<file path="src/rtl/gshare_pht_predictor_pkg.sv">
// ---------------------------------------------------------------------------
// gshare_pht_predictor_pkg
//
// Shared definitions for the gshare direction predictor:
//   - pht_state_e    : 2-bit saturating counter states (SNT/WNT/WT/ST)
//   - PHT_RESET      : value every PHT entry takes on reset (weakly not-taken)
//   - *_DEFAULT      : default parameter values for the predictor top
//   - pht_taken()    : direction implied by a counter state (its MSB)
// ---------------------------------------------------------------------------
package gshare_pht_predictor_pkg;

    typedef enum logic [1:0] {
        PHT_SNT = 2'b00,    // strongly not-taken
        PHT_WNT = 2'b01,    // weakly not-taken
        PHT_WT  = 2'b10,    // weakly taken
        PHT_ST  = 2'b11     // strongly taken
    } pht_state_e;

    localparam pht_state_e PHT_RESET = PHT_WNT;

    localparam int GHR_W_DEFAULT  = 8;
    localparam int PC_LSB_DEFAULT = 2;
    localparam int CNT_W_DEFAULT  = 32;

    // The two taken states share MSB = 1, so the prediction is just that bit.
    function automatic logic pht_taken(input pht_state_e state);
        return state[1];
    endfunction

endpackage

</file>
<file path="src/rtl/sat_counter2.sv">
// ---------------------------------------------------------------------------
// sat_counter2
//
// Pure next-state function of a 2-bit saturating branch counter.
// Taken moves one step toward ST, not-taken one step toward SNT; both ends
// hold their value instead of wrapping.
//
// Ports
//   i_cnt    in   pht_state_e   current counter state
//   i_taken  in   1             resolved outcome (1 = taken)
//   o_next   out  pht_state_e   counter state after applying the outcome
// ---------------------------------------------------------------------------
module sat_counter2
    import gshare_pht_predictor_pkg::*;
(
    input  pht_state_e i_cnt,
    input  logic       i_taken,
    output pht_state_e o_next
);

    always_comb begin
        // NOTE: assigning a default before any branch means every path drives
        // o_next, so this block can never infer a latch.
        o_next = i_cnt;
        if (i_taken) begin
            if (i_cnt != PHT_ST) begin
                o_next = pht_state_e'(i_cnt + 2'd1);
            end
        end else begin
            if (i_cnt != PHT_SNT) begin
                o_next = pht_state_e'(i_cnt - 2'd1);
            end
        end
    end

endmodule

</file>
<file path="src/rtl/gshare_pht_predictor.sv">
// ---------------------------------------------------------------------------
// gshare_pht_predictor
//
// Gshare direction predictor. A table of 2**GHR_W two-bit saturating counters
// (PHT) is indexed by the fetch PC XORed with the global history (GHSR).
//   - Fetch side: combinational lookup, prediction in the same cycle.
//   - Execute side: on the update strobe, the counter at the index captured
//     at fetch is trained with the resolved outcome, the outcome is shifted
//     into the GHSR, and the branch / mispredict statistics advance.
// History is non-speculative: it only moves on resolved branches.
//
// Parameters
//   GHR_W   history width; PHT depth is 2**GHR_W
//   PC_LSB  lowest PC bit used for indexing (2 for word-aligned RV32I)
//   CNT_W   width of the statistics counters
//
// Ports
//   i_clk              in   1      clock, all state on rising edge
//   i_rst_n            in   1      asynchronous active-low reset
//   i_pc_F             in   32     fetch-stage PC
//   o_predict_PHT      out  1      prediction for i_pc_F (1 = taken)
//   o_pht_idx_F        out  GHR_W  PHT index used for i_pc_F
//   i_update_PHT_GHSR  in   1      update strobe for a resolved branch in E
//   i_pht_idx_E        in   GHR_W  index captured at fetch for the branch in E
//   i_actual_branch    in   1      resolved outcome (1 = taken)
//   i_mispre           in   1      branch in E was mispredicted
//   o_ghsr             out  GHR_W  current global history (newest in LSB)
//   o_branch_cnt       out  CNT_W  resolved conditional branches (saturating)
//   o_mispre_cnt       out  CNT_W  mispredicted branches (saturating)
// ---------------------------------------------------------------------------
module gshare_pht_predictor
    import gshare_pht_predictor_pkg::*;
#(
    parameter int GHR_W  = GHR_W_DEFAULT,
    parameter int PC_LSB = PC_LSB_DEFAULT,
    parameter int CNT_W  = CNT_W_DEFAULT
) (
    input  logic             i_clk,
    input  logic             i_rst_n,
    input  logic [31:0]      i_pc_F,
    output logic             o_predict_PHT,
    output logic [GHR_W-1:0] o_pht_idx_F,
    input  logic             i_update_PHT_GHSR,
    input  logic [GHR_W-1:0] i_pht_idx_E,
    input  logic             i_actual_branch,
    input  logic             i_mispre,
    output logic [GHR_W-1:0] o_ghsr,
    output logic [CNT_W-1:0] o_branch_cnt,
    output logic [CNT_W-1:0] o_mispre_cnt
);

    localparam int              PHT_DEPTH = 1 << GHR_W;
    localparam logic [CNT_W-1:0] CNT_MAX  = '1;

    // -----------------------------------------------------------------------
    // State
    // -----------------------------------------------------------------------
    pht_state_e       r_pht [PHT_DEPTH];
    logic [GHR_W-1:0] r_ghsr;
    logic [CNT_W-1:0] r_branch_cnt;
    logic [CNT_W-1:0] r_mispre_cnt;

    // -----------------------------------------------------------------------
    // Fetch-side lookup (0-cycle latency)
    // -----------------------------------------------------------------------
    logic [GHR_W-1:0] w_pc_bits;
    logic [GHR_W-1:0] w_pht_idx_F;
    pht_state_e       w_pht_rd;
    logic             w_unused_pc;

    assign w_pc_bits   = i_pc_F[PC_LSB+GHR_W-1:PC_LSB];
    assign w_pht_idx_F = w_pc_bits ^ r_ghsr;
    // The lookup reads the registered table directly: an update landing on
    // the same entry this cycle is seen only from the next cycle.
    assign w_pht_rd    = r_pht[w_pht_idx_F];

    // PC bits above the index and the byte offset do not take part in
    // indexing; folded here so they are visibly consumed.
    assign w_unused_pc = ^{i_pc_F[31:PC_LSB+GHR_W], i_pc_F[PC_LSB-1:0]};

    assign o_pht_idx_F   = w_pht_idx_F;
    assign o_predict_PHT = pht_taken(w_pht_rd);

    // -----------------------------------------------------------------------
    // Execute-side training
    // -----------------------------------------------------------------------
    pht_state_e w_pht_cur_E;
    pht_state_e w_pht_next_E;

    assign w_pht_cur_E = r_pht[i_pht_idx_E];

    sat_counter2 u_sat_counter2 (
        .i_cnt   (w_pht_cur_E),
        .i_taken (i_actual_branch),
        .o_next  (w_pht_next_E)
    );

    // NOTE: the PHT is deliberately reset entry by entry. Its reset value
    // (weakly not-taken) is architectural, so it must be a flop array; an
    // SRAM could not be cleared in one asynchronous event like this.
    always_ff @(posedge i_clk or negedge i_rst_n) begin
        if (!i_rst_n) begin
            for (int i = 0; i < PHT_DEPTH; i++) begin
                r_pht[i] <= PHT_RESET;
            end
        end else if (i_update_PHT_GHSR) begin
            r_pht[i_pht_idx_E] <= w_pht_next_E;
        end
    end

    // NOTE: sequential state uses non-blocking assignments so every register
    // samples pre-edge values regardless of statement or process order.
    always_ff @(posedge i_clk or negedge i_rst_n) begin
        if (!i_rst_n) begin
            r_ghsr <= '0;
        end else if (i_update_PHT_GHSR) begin
            // Newest outcome enters at the LSB; the oldest falls off the MSB.
            r_ghsr <= {r_ghsr[GHR_W-2:0], i_actual_branch};
        end
    end

    // -----------------------------------------------------------------------
    // Statistics: saturating at all-ones so long runs never wrap to a small
    // misleading value.
    // -----------------------------------------------------------------------
    always_ff @(posedge i_clk or negedge i_rst_n) begin
        if (!i_rst_n) begin
            r_branch_cnt <= '0;
            r_mispre_cnt <= '0;
        end else if (i_update_PHT_GHSR) begin
            if (r_branch_cnt != CNT_MAX) begin
                r_branch_cnt <= r_branch_cnt + CNT_W'(1);
            end
            if (i_mispre && (r_mispre_cnt != CNT_MAX)) begin
                r_mispre_cnt <= r_mispre_cnt + CNT_W'(1);
            end
        end
    end

    assign o_ghsr       = r_ghsr;
    assign o_branch_cnt = r_branch_cnt;
    assign o_mispre_cnt = r_mispre_cnt;

endmodule

</file>
<file path="config.mk">
export PLATFORM = sky130hd
export DESIGN_NAME = gshare_pht_predictor
export DESIGN_NICKNAME = d
export VERILOG_FILES = /design/src/rtl/gshare_pht_predictor_pkg.sv /design/src/rtl/sat_counter2.sv /design/src/rtl/gshare_pht_predictor.sv
export SDC_FILE = /design/constraint.sdc
export NUM_CORES = 1
export LEC_CHECK = 0
export BUFFER_PORTS_ARGS = -buffer_cell sky130_fd_sc_hd__buf_2
export CORE_MARGIN = 5
export CORE_UTILIZATION = 60
export CTS_BUF_LIST = sky130_fd_sc_hd__clkbuf_4 sky130_fd_sc_hd__clkbuf_8 sky130_fd_sc_hd__clkbuf_16
export DETAILED_ROUTE_END_ITERATION = 12
export GPL_TIMING_DRIVEN = 1
export PLACE_DENSITY = 0.81
export SYNTH_ARGS = -nofsm -noshare
export SYNTH_HDL_FRONTEND = slang
export SYNTH_HIERARCHICAL = 1
export SYNTH_SLANG_ARGS = --single-unit
</file>
<file path="constraint.sdc">
create_clock -name i_clk -period 3.55 [get_ports i_clk]
set_clock_uncertainty 0.05 [all_clocks]
set_input_delay 0.5325 -clock i_clk [delete_from_list [all_inputs] [get_ports i_clk]]
set_output_delay 0.5325 -clock i_clk [all_outputs]
set_load 0.03 [all_outputs]
</file>
== After elaboration in Yosys (flattened, before gate mapping) ==
Index checks and enable logic that the tools add are counted.
Cells by class
  $add $sub $neg: 4
  magnitude comparators: 3
  equal/unequal tests: 3
  multiplexer cells: 12
  bitwise logic cells: 3
  reductions and logical operators: 5
Operators with widths (count)
  bitwise mux 512 bit: 1
  adder 32 x 1 -> 32 bit (second input constant): 2
  inequality test 32 bit (second input constant): 2
  binary-select mux 2 bit (select 8 bit): 2
  greater-or-equal comparator 9 bit (second input constant): 2
  inverter 8 -> 9 bit: 2
  demux 2 bit (select 8 bit): 1
  2-to-1 mux 2 bit: 8
  < comparator 9 x 1 -> 1 bit (second input constant): 1
  XOR 8 bit: 1
  AND reduction 2 bit: 2
  adder 2 x 1 -> 2 bit (second input constant): 1
  logical AND 1 bit: 2
  inequality test 2 bit (second input constant): 1
  nonzero test 2 bit: 1
  subtractor 2 x 1 -> 2 bit (second input constant): 1
Word-level totals
  register bits after elaboration: 584
  input bits: 45
  output and inout bits: 81
  logic and storage cells: 289

== Depth between registers and ports, before layout ==
  depth after elaboration: 8
  gate-level depth with buffers: 15

== By module ==
Netlist, hierarchy kept.
By module, submodules not included
  gshare_pht_predictor: instances 1, cells each 2291, area an instance 30317.8 um^2, sequential area each 14934.3 um^2
  sat_counter2: instances 1, cells each 3, area an instance 26.3 um^2, sequential area each 0.0 um^2

== Least setup slack after synthesis ==
Ideal clock, no wire load.
  path kind: reg-to-output
  start point: register r_ghsr[2] (netlist: o_ghsr[2])
  end point: output o_predict_PHT
  arrival: 3.108 ns
  setup slack: -0.140 ns
  cell stages (with the launch flop): 11
  path buffers: 2
  cell sequence: dfrtp_1 xnor2_4 inv_2 or3_1 buf_6 buf_6 o22ai_2 nor4_1 a211oi_2 nor4_1 nor4_1
On the way
  cells in the longest elaborated chain, start to end: 5
RTL lines
  start: declaration: line gshare_pht_predictor.sv:59  | logic [GHR_W-1:0] r_ghsr;
  start signal: assignment: line gshare_pht_predictor.sv:118  | r_ghsr <= {r_ghsr[GHR_W-2:0], i_actual_branch};
  XOR 8 bit: line gshare_pht_predictor.sv:72  | assign w_pht_idx_F = w_pc_bits ^ r_ghsr;
  named net o_pht_idx_F[2]: line gshare_pht_predictor.sv:42  | output logic [GHR_W-1:0] o_pht_idx_F,
  inverter 8 -> 9 bit (implied by the code): line gshare_pht_predictor.sv:75  | assign w_pht_rd = r_pht[w_pht_idx_F];
  binary-select mux 2 bit (select 8 bit): line gshare_pht_predictor.sv:75
  2-to-1 mux 2 bit (implied by the code) (2 in a row): line gshare_pht_predictor.sv:75
  end: declaration: line gshare_pht_predictor.sv:41  | output logic o_predict_PHT,
The timed path passes the listed nets, and every way through them passes these cells. The select of a mux whose other input is x is not followed.

== Worst setup path in the final report ==
  start point: register r_ghsr[0] (netlist: o_ghsr[0])
  end point: output o_predict_PHT
On the way
  cells in the longest elaborated chain, start to end: 5
RTL lines (line)
  XOR 8 bit: gshare_pht_predictor.sv:72
  inverter 8 -> 9 bit (implied by the code): gshare_pht_predictor.sv:75
  binary-select mux 2 bit (select 8 bit): gshare_pht_predictor.sv:75
  2-to-1 mux 2 bit (implied by the code) (2 in a row): gshare_pht_predictor.sv:75
Every way passes these cells. The select of a mux whose other input is x is not followed.

==> results.md <==
* Max-capacitance violation count at 0
* Setup slack at placement at -0.4627 ns
* Synthesized-area fraction occupied by and/or/nand/nor cells at 0.08572
* Setup Crit Path Kind: register to output port
* Leakage power figure at 15.61 nW
* Vert. Die Dim at 234.9 microns
* Share of the synthesized area in compound gates (AO/OA/AOI/OAI) at 0.02717
* Antenna violations before repair at 1
* Status: finished, violations left
* Top cells by area in the synthesized netlist: dfrtp_1, dfstp_2, mux2_2
* Async SR Flop Fraction at 1.000
* Most common cell after layout, fill and taps aside: mux2_2
* Cell type contributing the most total cell area after synthesis: dfrtp_1
* Instance count of the mapped netlist at 2294
* Maximum resistive drop on vdd at 0.5870 mV
* Highest-count cells in the layout ignoring fill and taps: mux2_2, dfrtp_1, dfstp_2
* Element type at the critical path start: register
* Arithmetic-cell share of the synthesized area counting full adders, half adders and majority gates at 0.001567
* Cell Rows at 82
* Largest net degree at the start of global routing at 105
* Primary FF master, synth: dfrtp_1
* Clock tree from TritonCTS: yes
* Setup TNS at -0.4544 ns
* Post-DRT Antenna Nets at 0
* Final number of hold-violating endpoints at 0
* Tightest Hold Check Type: primary input to register
* TritonCTS Buffers at 60
* CTS HTree Levels at 2
* Number of warnings issued by yosys at 6
* Syn Std Cell Area at 30340 sq um
* Power per cell area at 488.5 nW/um^2
* Slew of the pin with the lowest slew margin at 0.9425 ns
* Die area at 55170 sq um
* Final setup violation count at 1
* Worst setup margin at -0.4544 ns
* Number of distinct standard cells referenced by the synthesized netlist at 67
* Grt total ovfl at 0
* Clock insertion delay at the later pin of the skew report at 0.64 ns
* CTS Buffer Depth at 3
* Vias after detailed routing at 21987
* Wire length per cell at 28.23 microns
* CTS Root Buffer Type: clkbuf_16
* Synthesized area per cell at 13.23 sq um
* Relative area change from synthesis to final layout at 18.43%
* Vias per cell at 6.703
* Final count of pins violating max slew at 0
* Final period demand of the worst path at 4.004 ns
* Main combinational cell family by area after synthesis: multiplexers
* Mux share of post-synthesis cell area at 0.3417
* Slew margin rel. at 0.3695
* Overall routing resource usage at 0.3263
* Clock edge transition at the registers on the reported setup and hold paths at 0.06 ns
* Crit path required time at 2.97 ns
* Clk sink count at 584
* Proportion of synthesized chip area in sequential cells at 0.4922
* Placer's final routability congestion estimate at 0.9993
* Violations in the final reports: negative setup slack
* Area of the core at 50070 sq um
* Vias in the first global route at 23154
* Highest achievable clock rate at 249.7 MHz
* CP Capture Type: output port
* Post-route clock period utilization at 1.128
* I/O pin total at 126
* Initial core utilization at 0.6061
* Share of Yosys cell area claimed by the top area cell type at 0.2705
* Violation count after the first detailed-routing iteration at 2447
* Total detailed-routing wirelength at 92.59 mm
* Number of nets in the layout at 2601
* Number of synthesized register bits at 584
* Util after Layout at 0.7177
* Horizontal die dimension at 234.9 microns
* Share of cells above drive strength 1 at 0.5706
* RSZ-0062 raised after global routing: true
* Final HPWL from detailed placement at 62.48 mm
* Xor/xnor cell area share of the yosys netlist at 0.02218
* First-pass GRT wire length at 140.4 mm
* Port-buffer cells at 101
* DR DRC count at 0
* Count of TritonRoute iterations in the first routing pass at 8
* CP arrival at 3.42 ns
* Number of enable-type register cells in the synthesized netlist at 0
* Largest driver fanout on the critical path at 5
* Syn nets at 2341
cell type report:
type	count	area, sq um
inverter	18	72.57
multi-input combinational	1538	14830
clock buffer	88	1834
sequential	584	14940
fill	3303	14130
tap	672	840.8
timing repair buffer	352	3082
antenna	2	5.005
clock inverter	26	331.6
synth_stat cells (3+ instances only):
library cell,count
mux2_2,525
dfrtp_1,328
dfstp_2,256
nand2_1,216
nor2_1,209
mux4_2,166
clkbuf_1,80
mux2i_1,56
nand3_1,47
buf_2,41
a21oi_1,36
xnor2_1,34
xor2_1,31
nor3_1,23
nor4_1,21
o22ai_1,20
nor2b_1,17
nand4_1,15
a22oi_1,14
buf_4,13
inv_1,13
buf_6,12
a211oi_1,9
and3_1,8
a22o_1,7
and2_1,6
mux4_1,6
o21ai_0,6
a221oi_1,5
and4_1,5
buf_1,5
inv_2,4
or3_1,4
a2111oi_0,3
and2_0,3
nand2b_1,3
o31ai_1,3
or2_2,3
cell families (layout without fill, tap and decap cells):
logic type / after synthesis / in the layout
mux: 753 / 753
simple gates: 590 / 590
flops: 584 / 584
buf+inv: 173 / 484
compound gates: 120 / 120
xor+xnor: 70 / 70
fa+ha+maj: 4 / 5
other cells: 0 / 2
through the flow:
stage          cells  hold slack [ns]  area, sq um  total power [mW]
2_1_floorplan   2294           0.1869        30360             9.032
3_3_place_gp    3134           0.4200        33040             10.34
3_5_place_dp    3134           0.4298        33040             10.44
4_1_cts         3266           0.2792        35680             17.42
5_1_grt         3278           0.3600        35930             18.02
6_report        3280           0.3976        35940             17.55
where the power goes:
part,total (mW),switching [mW],leakage [nW],internal (mW)
sequential,7.39,0.276,7.14,7.12
combinational,3.33,1.98,7.39,1.35
clock,6.83,2.74,1.09,4.09
state kept, by name, summed over array words and instances (netlist names):
register / count
o_branch_cnt: 32
o_ghsr: 8
o_mispre_cnt: 32
r_pht: 512
what timing repair did:
| item | CTS | global route |
|---|---|---|
| gates resized for setup | 61 | 18 |
| hold buffers | 1 | 0 |
| pin swaps | 20 | 11 |
| endpoints found under the hold margin | 28 | 0 |
| setup endpoints to repair | 1 | 394 |
| buffers inserted | 20 | 7 |
| gates cloned | 1 | 5 |
routing by layer:
| layer | up-vias | GRT usage | share of wire |
|---|---|---|---|
| met4 | 0 | 0.1686 | 0.059 |
| li1 | 8939 | - | - |
| met3 | 380 | 0.09557 | 0.11 |
| met5 | - | 0 | 0 |
| met2 | 1373 | 0.5125 | 0.47 |
| met1 | 11295 | 0.4159 | 0.36 |
worst max-delay path, cell delays in order, from the launching register on:
cell and delay [ns]:
dfrtp_2 0.44, xnor2_4 0.21, buf_12 0.18, buf_12 0.14, buf_12 0.10, mux4_2 0.58, nand3_2 0.10, nand3b_1 0.14
a311o_1 0.40, nor4_4 0.21, nor4_4 0.09, buf_6 0.17
worst paths after layout:
kind | from | endpoint | slack, ns | cells past startpoint
max | o_ghsr[0] | o_predict_PHT | -0.45 | 11
min | i_actual_branch | o_ghsr[0] | 0.40 | 2
max reg2reg | r_pht[96] | r_pht[377] | 0.05 | 11
min reg2reg | o_branch_cnt[29] | o_branch_cnt[29] | 0.45 | 1
max in group asynchronous | i_rst_n | r_pht[291] | 2.00 | 3
min in group asynchronous | i_rst_n | r_pht[143] | 0.45 | 2
Power figures use the tool's default switching activity.
